## src/rtl/tlc_pkg.sv

```systemverilog
// ============================================================================
// Module   : tlc_pkg
// Brief    : Shared constants for the traffic phase controller: mode codes,
//            phase identifiers and one-hot {R,Y,G} lamp encodings.
// Revision : 1.0 - initial release
// ============================================================================
`default_nettype none

package tlc_pkg;

  // Operating modes carried on mode_sel
  localparam logic [1:0] c_MODE_FIXED    = 2'b00;
  localparam logic [1:0] c_MODE_ACTUATED = 2'b01;
  localparam logic [1:0] c_MODE_FLASH    = 2'b10;
  localparam logic [1:0] c_MODE_ALL_STOP = 2'b11;

  // Phase identifiers, also the encoding presented on phase_id
  typedef enum logic [3:0] {
    PH_NS_GREEN  = 4'd0,
    PH_NS_YELLOW = 4'd1,
    PH_ALLRED_A  = 4'd2,
    PH_EW_GREEN  = 4'd3,
    PH_EW_YELLOW = 4'd4,
    PH_ALLRED_B  = 4'd5,
    PH_FLASH     = 4'd6,
    PH_ALL_STOP  = 4'd7
  } phase_e;

  // One-hot lamp drive {R,Y,G}; all-zero means the head is dark
  localparam logic [2:0] c_LIGHT_R    = 3'b100;
  localparam logic [2:0] c_LIGHT_Y    = 3'b010;
  localparam logic [2:0] c_LIGHT_G    = 3'b001;
  localparam logic [2:0] c_LIGHT_DARK = 3'b000;

  // True for either approach's green phase
  function automatic logic is_green(input phase_e p);
    return (p == PH_NS_GREEN) || (p == PH_EW_GREEN);
  endfunction

endpackage

`default_nettype wire

```

## src/rtl/tlc_sync2.sv

```systemverilog
// ============================================================================
// Module   : tlc_sync2
// Brief    : Two-flop synchronizer for an asynchronous detector level.
//            Output follows the input with two clk cycles of latency and
//            clears to 0 while rst_n is low.
// Revision : 1.0 - initial release
// ============================================================================
`default_nettype none

module tlc_sync2 (
  input  logic clk,
  input  logic rst_n,
  input  logic d_i,
  output logic q_o
);

  logic meta_q;
  logic sync_q;

  // Two-stage capture to resolve metastability on the detector input
  always_ff @(posedge clk or negedge rst_n) begin
    if (!rst_n) begin
      meta_q <= 1'b0;
      sync_q <= 1'b0;
    end else begin
      meta_q <= d_i;
      sync_q <= meta_q;
    end
  end

  assign q_o = sync_q;

endmodule

`default_nettype wire

```

## src/rtl/traffic_phase_fsm.sv

```systemverilog
// ============================================================================
// Module   : traffic_phase_fsm
// Brief    : Two-approach intersection phase sequencer with fixed-time,
//            actuated (detector extended green), flash and all-stop modes.
//            Optional macro TLC_SENSOR_SYNC_EN inserts 2-flop synchronizers
//            on veh_ns / veh_ew; when undefined the detectors are used raw.
// Revision : 1.0 - initial release
// ============================================================================
`default_nettype none

module traffic_phase_fsm
  import tlc_pkg::*;
#(
  parameter int unsigned T_GREEN     = 30,
  parameter int unsigned T_YELLOW    = 3,
  parameter int unsigned T_ALLRED    = 2,
  parameter int unsigned T_MIN_GREEN = 10,
  parameter int unsigned T_EXT       = 5,
  parameter int unsigned T_MAX_GREEN = 60
) (
  input  logic       clk,
  input  logic       rst_n,
  input  logic       tick,
  input  logic [1:0] mode_sel,
  input  logic       veh_ns,
  input  logic       veh_ew,
  output logic [3:0] phase_id,
  output logic [7:0] time_left,
  output logic [2:0] ns_light,
  output logic [2:0] ew_light,
  output logic       phase_done
);

  localparam logic [7:0] c_T_GREEN     = 8'(T_GREEN);
  localparam logic [7:0] c_T_YELLOW    = 8'(T_YELLOW);
  localparam logic [7:0] c_T_ALLRED    = 8'(T_ALLRED);
  localparam logic [7:0] c_T_MIN_GREEN = 8'(T_MIN_GREEN);
  localparam logic [7:0] c_T_EXT       = 8'(T_EXT);
  localparam logic [8:0] c_T_EXT9      = 9'(T_EXT);
  localparam logic [8:0] c_T_MAX9      = 9'(T_MAX_GREEN);

  logic w_veh_ns;
  logic w_veh_ew;

`ifdef TLC_SENSOR_SYNC_EN
  tlc_sync2 u_sync_ns (.clk(clk), .rst_n(rst_n), .d_i(veh_ns), .q_o(w_veh_ns));
  tlc_sync2 u_sync_ew (.clk(clk), .rst_n(rst_n), .d_i(veh_ew), .q_o(w_veh_ew));
`else
  assign w_veh_ns = veh_ns;
  assign w_veh_ew = veh_ew;
`endif

  phase_e     phase_q,   phase_d;
  logic [7:0] time_q,    time_d;
  logic [7:0] elapsed_q, elapsed_d;
  logic       flash_y_q, flash_y_d;
  logic       done_q,    done_d;

  logic [7:0] w_green_len;
  logic [7:0] w_elapsed_inc;
  logic       w_req;
  logic       w_can_extend;

  // State register; reset parks the controller in all-red clearance
  always_ff @(posedge clk or negedge rst_n) begin
    if (!rst_n) begin
      phase_q   <= PH_ALLRED_B;
      time_q    <= c_T_ALLRED;
      elapsed_q <= 8'd0;
      flash_y_q <= 1'b1;
      done_q    <= 1'b0;
    end else begin
      phase_q   <= phase_d;
      time_q    <= time_d;
      elapsed_q <= elapsed_d;
      flash_y_q <= flash_y_d;
      done_q    <= done_d;
    end
  end

  // Next-state: forced modes win over the tick, then normal ring timing
  always_comb begin
    phase_d       = phase_q;
    time_d        = time_q;
    elapsed_d     = elapsed_q;
    flash_y_d     = flash_y_q;
    w_green_len   = (mode_sel == c_MODE_ACTUATED) ? c_T_MIN_GREEN : c_T_GREEN;
    w_elapsed_inc = (elapsed_q == 8'hFF) ? 8'hFF : elapsed_q + 8'd1;
    w_req         = (phase_q == PH_EW_GREEN) ? w_veh_ew : w_veh_ns;
    // Extension is judged on ticks served including the expiring one
    w_can_extend  = (mode_sel == c_MODE_ACTUATED) && w_req &&
                    (({1'b0, w_elapsed_inc} + c_T_EXT9) <= c_T_MAX9);

    if (mode_sel == c_MODE_FLASH) begin
      if (phase_q != PH_FLASH) begin
        phase_d   = PH_FLASH;
        time_d    = 8'd0;
        flash_y_d = 1'b1;
      end else if (tick) begin
        flash_y_d = ~flash_y_q;
      end
    end else if (mode_sel == c_MODE_ALL_STOP) begin
      if (phase_q != PH_ALL_STOP) begin
        phase_d = PH_ALL_STOP;
        time_d  = 8'd0;
      end
    end else if ((phase_q == PH_FLASH) || (phase_q == PH_ALL_STOP)) begin
      // Recovery from a forced mode always re-enters through clearance
      phase_d = PH_ALLRED_B;
      time_d  = c_T_ALLRED;
    end else if (tick) begin
      if (is_green(phase_q)) begin
        elapsed_d = w_elapsed_inc;
      end
      if (time_q != 8'd1) begin
        time_d = time_q - 8'd1;
      end else begin
        case (phase_q)
          PH_NS_GREEN, PH_EW_GREEN: begin
            if (w_can_extend) begin
              time_d = c_T_EXT;
            end else begin
              phase_d = (phase_q == PH_NS_GREEN) ? PH_NS_YELLOW : PH_EW_YELLOW;
              time_d  = c_T_YELLOW;
            end
          end
          PH_NS_YELLOW: begin
            phase_d = PH_ALLRED_A;
            time_d  = c_T_ALLRED;
          end
          PH_ALLRED_A: begin
            phase_d   = PH_EW_GREEN;
            time_d    = w_green_len;
            elapsed_d = 8'd0;
          end
          PH_EW_YELLOW: begin
            phase_d = PH_ALLRED_B;
            time_d  = c_T_ALLRED;
          end
          PH_ALLRED_B: begin
            phase_d   = PH_NS_GREEN;
            time_d    = w_green_len;
            elapsed_d = 8'd0;
          end
          default: begin
            phase_d = phase_q;
          end
        endcase
      end
    end

    done_d = (phase_d != phase_q);
  end

  // Lamp decode from the registered phase and flash toggle
  always_comb begin
    ns_light = c_LIGHT_R;
    ew_light = c_LIGHT_R;
    case (phase_q)
      PH_NS_GREEN:  ns_light = c_LIGHT_G;
      PH_NS_YELLOW: ns_light = c_LIGHT_Y;
      PH_EW_GREEN:  ew_light = c_LIGHT_G;
      PH_EW_YELLOW: ew_light = c_LIGHT_Y;
      PH_FLASH: begin
        ns_light = flash_y_q ? c_LIGHT_Y : c_LIGHT_DARK;
        ew_light = flash_y_q ? c_LIGHT_Y : c_LIGHT_DARK;
      end
      default: begin
        ns_light = c_LIGHT_R;
        ew_light = c_LIGHT_R;
      end
    endcase
  end

  assign phase_id   = phase_q;
  assign time_left  = time_q;
  assign phase_done = done_q;

endmodule

`default_nettype wire

```

## config.mk

```make
export PLATFORM = sky130hd
export DESIGN_NAME = traffic_phase_fsm
export DESIGN_NICKNAME = d
export VERILOG_FILES = /design/src/rtl/tlc_pkg.sv /design/src/rtl/tlc_sync2.sv /design/src/rtl/traffic_phase_fsm.sv
export SDC_FILE = /design/constraint.sdc
export NUM_CORES = 1
export LEC_CHECK = 0
export CAP_MARGIN = 25
export CORE_ASPECT_RATIO = 1.25
export CORE_MARGIN = 2
export CORE_UTILIZATION = 30
export CTS_BUF_LIST = sky130_fd_sc_hd__clkbuf_4
export CTS_CLUSTER_DIAMETER = 150
export CTS_CLUSTER_SIZE = 12
export DETAILED_ROUTE_END_ITERATION = 10
export GPL_ROUTABILITY_DRIVEN = 1
export SYNTH_ARGS = -nofsm -noshare
export SYNTH_HDL_FRONTEND = slang
export SYNTH_SLANG_ARGS = --single-unit
```

## constraint.sdc

```tcl
create_clock -name clk -period 4.6 [get_ports clk]
set_input_delay 1.15 -clock clk [delete_from_list [all_inputs] [get_ports clk]]
set_output_delay 1.15 -clock clk [all_outputs]
set_load 0.02 [all_outputs]
```

==> impl_metrics.yaml, run 1 <==
sta:
  finalClockSkew_ns: 0.00162
  rsz0062_at_grt: "no"
  setup-violations-final: 0
  relSlewSlack_pct: 53.8
  max_freq_ghz: 0.300
  fin_crit_ns: 3.33
  setup_tns_ns: 0
  fin_worst_hold_slack_ns: 0.523
  maxSlewViolCount: 0
  tightest_slew_ns: 0.692
  hold_viol: 0
  finalCritPeriodShare_pct: 72.4
critical_path:
  path_cells: "nor2b_1 > a21oi_1 > or2_2 > clkdlybuf4s50_1"
  crit_type: "reg -> out"
  arrival_ns: 2.18
  endpoint_kind: "output pin"
  path_max_fanout: 17
  cp_slowest_stage_delay_ns: 0.74
  crit_required_ns: 3.45
  crit_buf_inv: 1
  path_delay_family: "flip-flops"
  slowest_stage: "dfstp_2"
  critPathLaunchType: "flop"
cts:
  insertion_delay_ns: 0.32
  h-tree-depth: 1
  path_clk_slew_ns: 0.13
  cts-resized-gates: 0
  cts_setup_buffers: 0
  cts_buffers: 3
  clk_path_buf_depth: 2
  root_buffer: "clkbuf_4"
  clock_sinks: 22
  cts_tree: "built"
  cts_hold_buf: 0
cells_and_area:
  layout_commonest_cell: "clkdlybuf4s50_1"
  final_cell_mix: "25 x clkdlybuf4s50_1, 22 x nor2_1, 18 x dfrtp_1"
  stdcell_area_mm2: 0.00204
  antennaDiodeCount: 0
  syn_to_final_growth_pct: 19.9
  layout-drive-gt1-share_pct: 9.82
  final_nets: 235
floorplan:
  die_h_um: 88.3
  num_rows: 30
  die_area_mm2: 0.00630
  io_pins: 26
  core_mm2: 0.00544
  dieWidth_um: 71.4
  start_util_pct: 31.3
yosys:
  synth-edff-count: 0
  syn_nets: 215
  ys.warnings.count: 0
  yosys_register_bits: 22
  yosysSeqAreaShare_pct: 32.6
  syn_inst: 205
  synth.avg_cell_area_um2: 8.31
  synth_top_area_share_pct: 26.4
  yosys.area.top_type: "dfrtp_1"
  async_reset_ff_share_pct: 100
  synth.area.top_cells: "dfrtp_1 26%, dfstp_2 6.2%, nor2_1 4.8%"
  ys_types: 56
  syn_area_mm2: 0.00170
  synth-main-ff-cell: "dfrtp_1"
power_and_ir_drop:
  max-vdd-ir-drop_mv: 0.122
  power_per_cell_area_mw_per_mm2: 289
  leakagePower_nw: 0.781
global_route:
  overflow: 0
  groute.usage.overall_pct: 14.8
  grt_pass1_vias: 1530
  grt_max_degree: 21
  grt_pass1_wl_um: 7450
  antenna_found_initial: 0
placed_design:
  gp_congestion: 0.906
  numPortBuffers: 25
  dp_hpwl_um: 3410
  placed_cell_area_mm2: 0.00199
detailed_routing:
  wl_met1_um: 2000
  routed_wl_um: 4550
  highest_layer: "met4"
  drtIter0Drc: 79
  wl_met3_um: 152
  wire_per_inst_um: 15.8
  antenna_left: 0
  dr.pass1.iters: 6
  via_count: 1659
  drc: 0
  via_per_inst: 5.76
  dr_wl_met2_um: 2350
run_status:
  status: "finished, final reports clean"
worst_hold_path:
  holdCritPathClass: "reg -> reg"
flow_run:
  max_cap_viol_count: 0
==> cells in the mapped netlist (2+ instances only) <==
cell type	instances
nor2_1	22
dfrtp_1	18
a21oi_1	14
nand2_1	14
o21ai_0	12
nor3_1	9
inv_1	8
nand3_1	8
a31oi_1	6
buf_2	5
nand4_1	5
nor2b_1	5
a211oi_1	4
clkbuf_1	4
dfstp_2	4
mux2i_1	4
and2_1	3
ha_1	3
nand2b_1	3
nor4_1	3
nor4b_1	3
or2_2	3
a21o_1	2
a22o_1	2
a311oi_1	2
a32oi_1	2
and3_1	2
buf_6	2
nand3b_1	2
nor4_4	2
o31ai_1	2
or3_1	2
xnor2_1	2
==> path summary, 6_finish.rpt <==
check	start	to	slack, ns	cells past startpoint
min in group asynchronous	rst_n	phase_done	1.16	1
max reg2reg	phase_id[2]	time_left[0]	1.93	6
max in group asynchronous	rst_n	phase_id[2]	2.88	2
min	time_left[7]	time_left[7]	0.52	1
min reg2reg	time_left[7]	time_left[7]	0.52	1
max	phase_id[2]	ns_light[2]	1.27	4
==> cells by family after synthesis <==
kind of cell,count (synthesis),synth area share [%]
fa+ha+maj,3,2.20
compound gates,58,23.1
simple gates,95,32.6
buf+inv,20,5.65
flops,22,32.6
xor+xnor,3,1.54
mux,4,2.35
==> layer usage <==
layer	global-route usage (%)	up-vias
met2	26.9	40
met3	1.82	8
met1	18.3	797
li1	-	814
met4	4.63	0
met5	0	-
==> power breakdown <==
part           leakage, nW  internal (mW)  switching (mW)
Combinational        0.472         0.0857           0.106
Clock               0.0279         0.0882          0.0653
Sequential           0.281          0.215          0.0301
Total                0.781          0.389           0.201
==> worst reg2reg max path: stages (launching register included) <==
cell and delay, ns:
dfstp_2 0.74, nor2b_1 0.34, a21oi_1 0.29, a32o_1 0.45
or2_2 0.35, or3_1 0.34, o21ai_0 0.09
==> area by class of cell <==
cell class	instances	area, um^2
Tap cell	64	80.1
Clock buffer	3	22.5
Clock inverter	1	30.0
Multi-Input combinational cell	163	1050
Sequential cell	22	556
Fill cell	575	3400
Timing Repair Buffer	27	273
Inverter	8	30.0
==> state kept, by name (all words and copies together), names as in the netlist <==
signal / count
phase_id: 4
elapsed_q: 8
phase_done: 1
time_left: 8
flash_y_q: 1
==> stage by stage <==
stage                     instances  setup slack [ns]  power, mW  util (%)
after global placement          283              1.23      0.438      36.3
after CTS                       288              1.26      0.598      37.5
after global routing            288              1.14      0.627      37.5
after detailed placement        284              1.15      0.440      36.6
after floorplan                 205              1.88      0.379         -
final                           288              1.27      0.590      37.5
No activity file was read; power rests on OpenSTA's default activity.
==> inputs of run 2 (changes only) <==
==> constraint.sdc (replaced) <==
create_clock -name clk -period 3.45 [get_ports clk]
set_input_delay 0.8625 -clock clk [delete_from_list [all_inputs] [get_ports clk]]
set_output_delay 0.8625 -clock clk [all_outputs]
set_load 0.02 [all_outputs]
==> run 2 against run 1 <==
Total power rose by 33%. Die area did not move. Design area rose by 0.37%. Worst hold slack got worse by 0.0035 ns. Sequential share of layout area fell by 0.10 points. Critical endpoint unchanged.
==> impl_metrics.yaml, run 2 (synthesized netlist as in run 1, its figures left out) <==
critical_path:
  cp_slowest_stage_delay_ns: 0.73
  slowest_stage: "dfstp_2"
  endpoint_kind: "output pin"
  cp.depth: 4
  path_delay_family: "flip-flops"
  critPathLaunchType: "flop"
  path_max_fanout: 17
  path_cells: "nor2b_1 > a21oi_1 > or2_2 > clkdlybuf4s50_1"
  crit_type: "reg -> out"
  arrival_ns: 2.14
  ff2ff_path_depth: 6
  crit_buf_inv: 1
  crit_required_ns: 2.59
cells_and_area:
  final_nets: 237
  antennaDiodeCount: 0
  final_cell_mix: "25 x clkdlybuf4s50_1, 22 x nor2_1, 18 x dfrtp_1"
  layout-drive-gt1-share_pct: 10.6
  syn_to_final_growth_pct: 20.3
  utilization_pct: 37.7
  finalNonFillerCells: 290
  nFillCells: 548
  layout_commonest_cell: "clkdlybuf4s50_1"
detailed_routing:
  routed_wl_um: 4310
  antenna_left: 0
  via_count: 1653
  dr.pass1.iters: 4
  drtIter0Drc: 132
  drc: 0
  wire_per_inst_um: 14.8
  via_per_inst: 5.70
sta:
  fin_worst_hold_slack_ns: 0.519
  setup_tns_ns: 0
  finalClockSkew_ns: 0.00204
  maxSlewViolCount: 0
  hold_viol: 0
  rsz0062_at_grt: "no"
  max_freq_ghz: 0.333
  fin_crit_ns: 3.01
  tightest_slew_ns: 0.566
  setup-violations-final: 0
  finalCritPeriodShare_pct: 87.1
  layout_setup_ws_ns: 0.444
  relSlewSlack_pct: 61.8
global_route:
  overflow: 0
  antenna_found_initial: 0
  grt_pass1_vias: 1532
  groute.usage.overall_pct: 14.0
  grt_max_degree: 23
  grt_pass1_wl_um: 7150
cts:
  cts-resized-gates: 0
  cts_buffers: 3
  insertion_delay_ns: 0.32
  h-tree-depth: 1
  root_buffer: "clkbuf_4"
  cts_tree: "built"
  clock_sinks: 22
  cts_hold_buf: 0
  path_clk_slew_ns: 0.13
  clk_path_buf_depth: 2
  cts_setup_buffers: 0
placed_design:
  dp_hpwl_um: 3190
  numPortBuffers: 25
  gp_congestion: 0.831
  dp.cells: 286
  place_ws_ns: 0.345
worst_hold_path:
  holdCritPathClass: "reg -> reg"
  hold_path_depth: 1
floorplan:
  start_util_pct: 31.3
  die_h_um: 88.3
  num_rows: 30
  die_area_mm2: 0.00630
  io_pins: 26
  dieWidth_um: 71.4
  core_mm2: 0.00544
power_and_ir_drop:
  power_per_cell_area_mw_per_mm2: 383
  max-vdd-ir-drop_mv: 0.167
  leakagePower_nw: 0.789
flow_run:
  max_cap_viol_count: 0
run_status:
  status: "finished, final reports clean"
run 2: cell types whose count changed in the layout (fill, tap and decap cells not counted):
cell / delta
buf_8: -1
buf_4: +3
run 2: layout make-up:
class                      count  area (um^2)  share of cell area (%)
clock buffer                   3         22.5                    1.10
multi-input combinational    163         1050                    51.3
inverter                       8         30.0                    1.46
sequential                    22          556                    27.1
tap                           64         80.1                    3.90
timing repair buffer          29          280                    13.7
clock inverter                 1         30.0                    1.46
run 2: worst paths after layout:
path	startpoint	to	slack (ns)
worst max-delay path	phase_id[2]	ns_light[2]	0.44
worst min-delay path	time_left[6]	time_left[6]	0.52
worst max register to register	phase_id[2]	time_left[0]	1.06
worst min register to register	time_left[6]	time_left[6]	0.52
max in group asynchronous	rst_n	time_left[1]	2.29
min in group asynchronous	rst_n	phase_id[1]	0.88
run 2: metrics by stage:
| stage | instance area [um^2] | power, mW |
|---|---|---|
| 2_1_floorplan | 1700 | 0.505 |
| 3_3_place_gp | 2000 | 0.586 |
| 3_5_place_dp | 2000 | 0.586 |
| 4_1_cts | 2050 | 0.797 |
| 5_1_grt | 2050 | 0.837 |
| 6_report | 2050 | 0.786 |
run 2: routing by layer:
| metal | share of wire [%] | up-vias | global-route usage [%] |
|---|---|---|---|
| li1 | - | 811 | - |
| met1 | 47 | 784 | 19.0 |
| met2 | 48 | 50 | 22.4 |
| met3 | 3.3 | 8 | 1.94 |
| met4 | 1.4 | 0 | 5.66 |
| met5 | 0 | - | 0 |
run 2: worst register-to-register path: cells and delay by family, from the launching register on:
kind	cells	cell delay, ns
AND/OR/NAND/NOR	3	0.99
flip-flops	1	0.73
AO/OA/AOI/OAI	3	0.60
run 2: where the power goes:
part | switching (mW) | leakage [nW] | internal [mW]
combinational | 0.144 | 0.479 | 0.115
sequential | 0.0362 | 0.281 | 0.286
clock | 0.0869 | 0.0279 | 0.117
total | 0.267 | 0.789 | 0.519
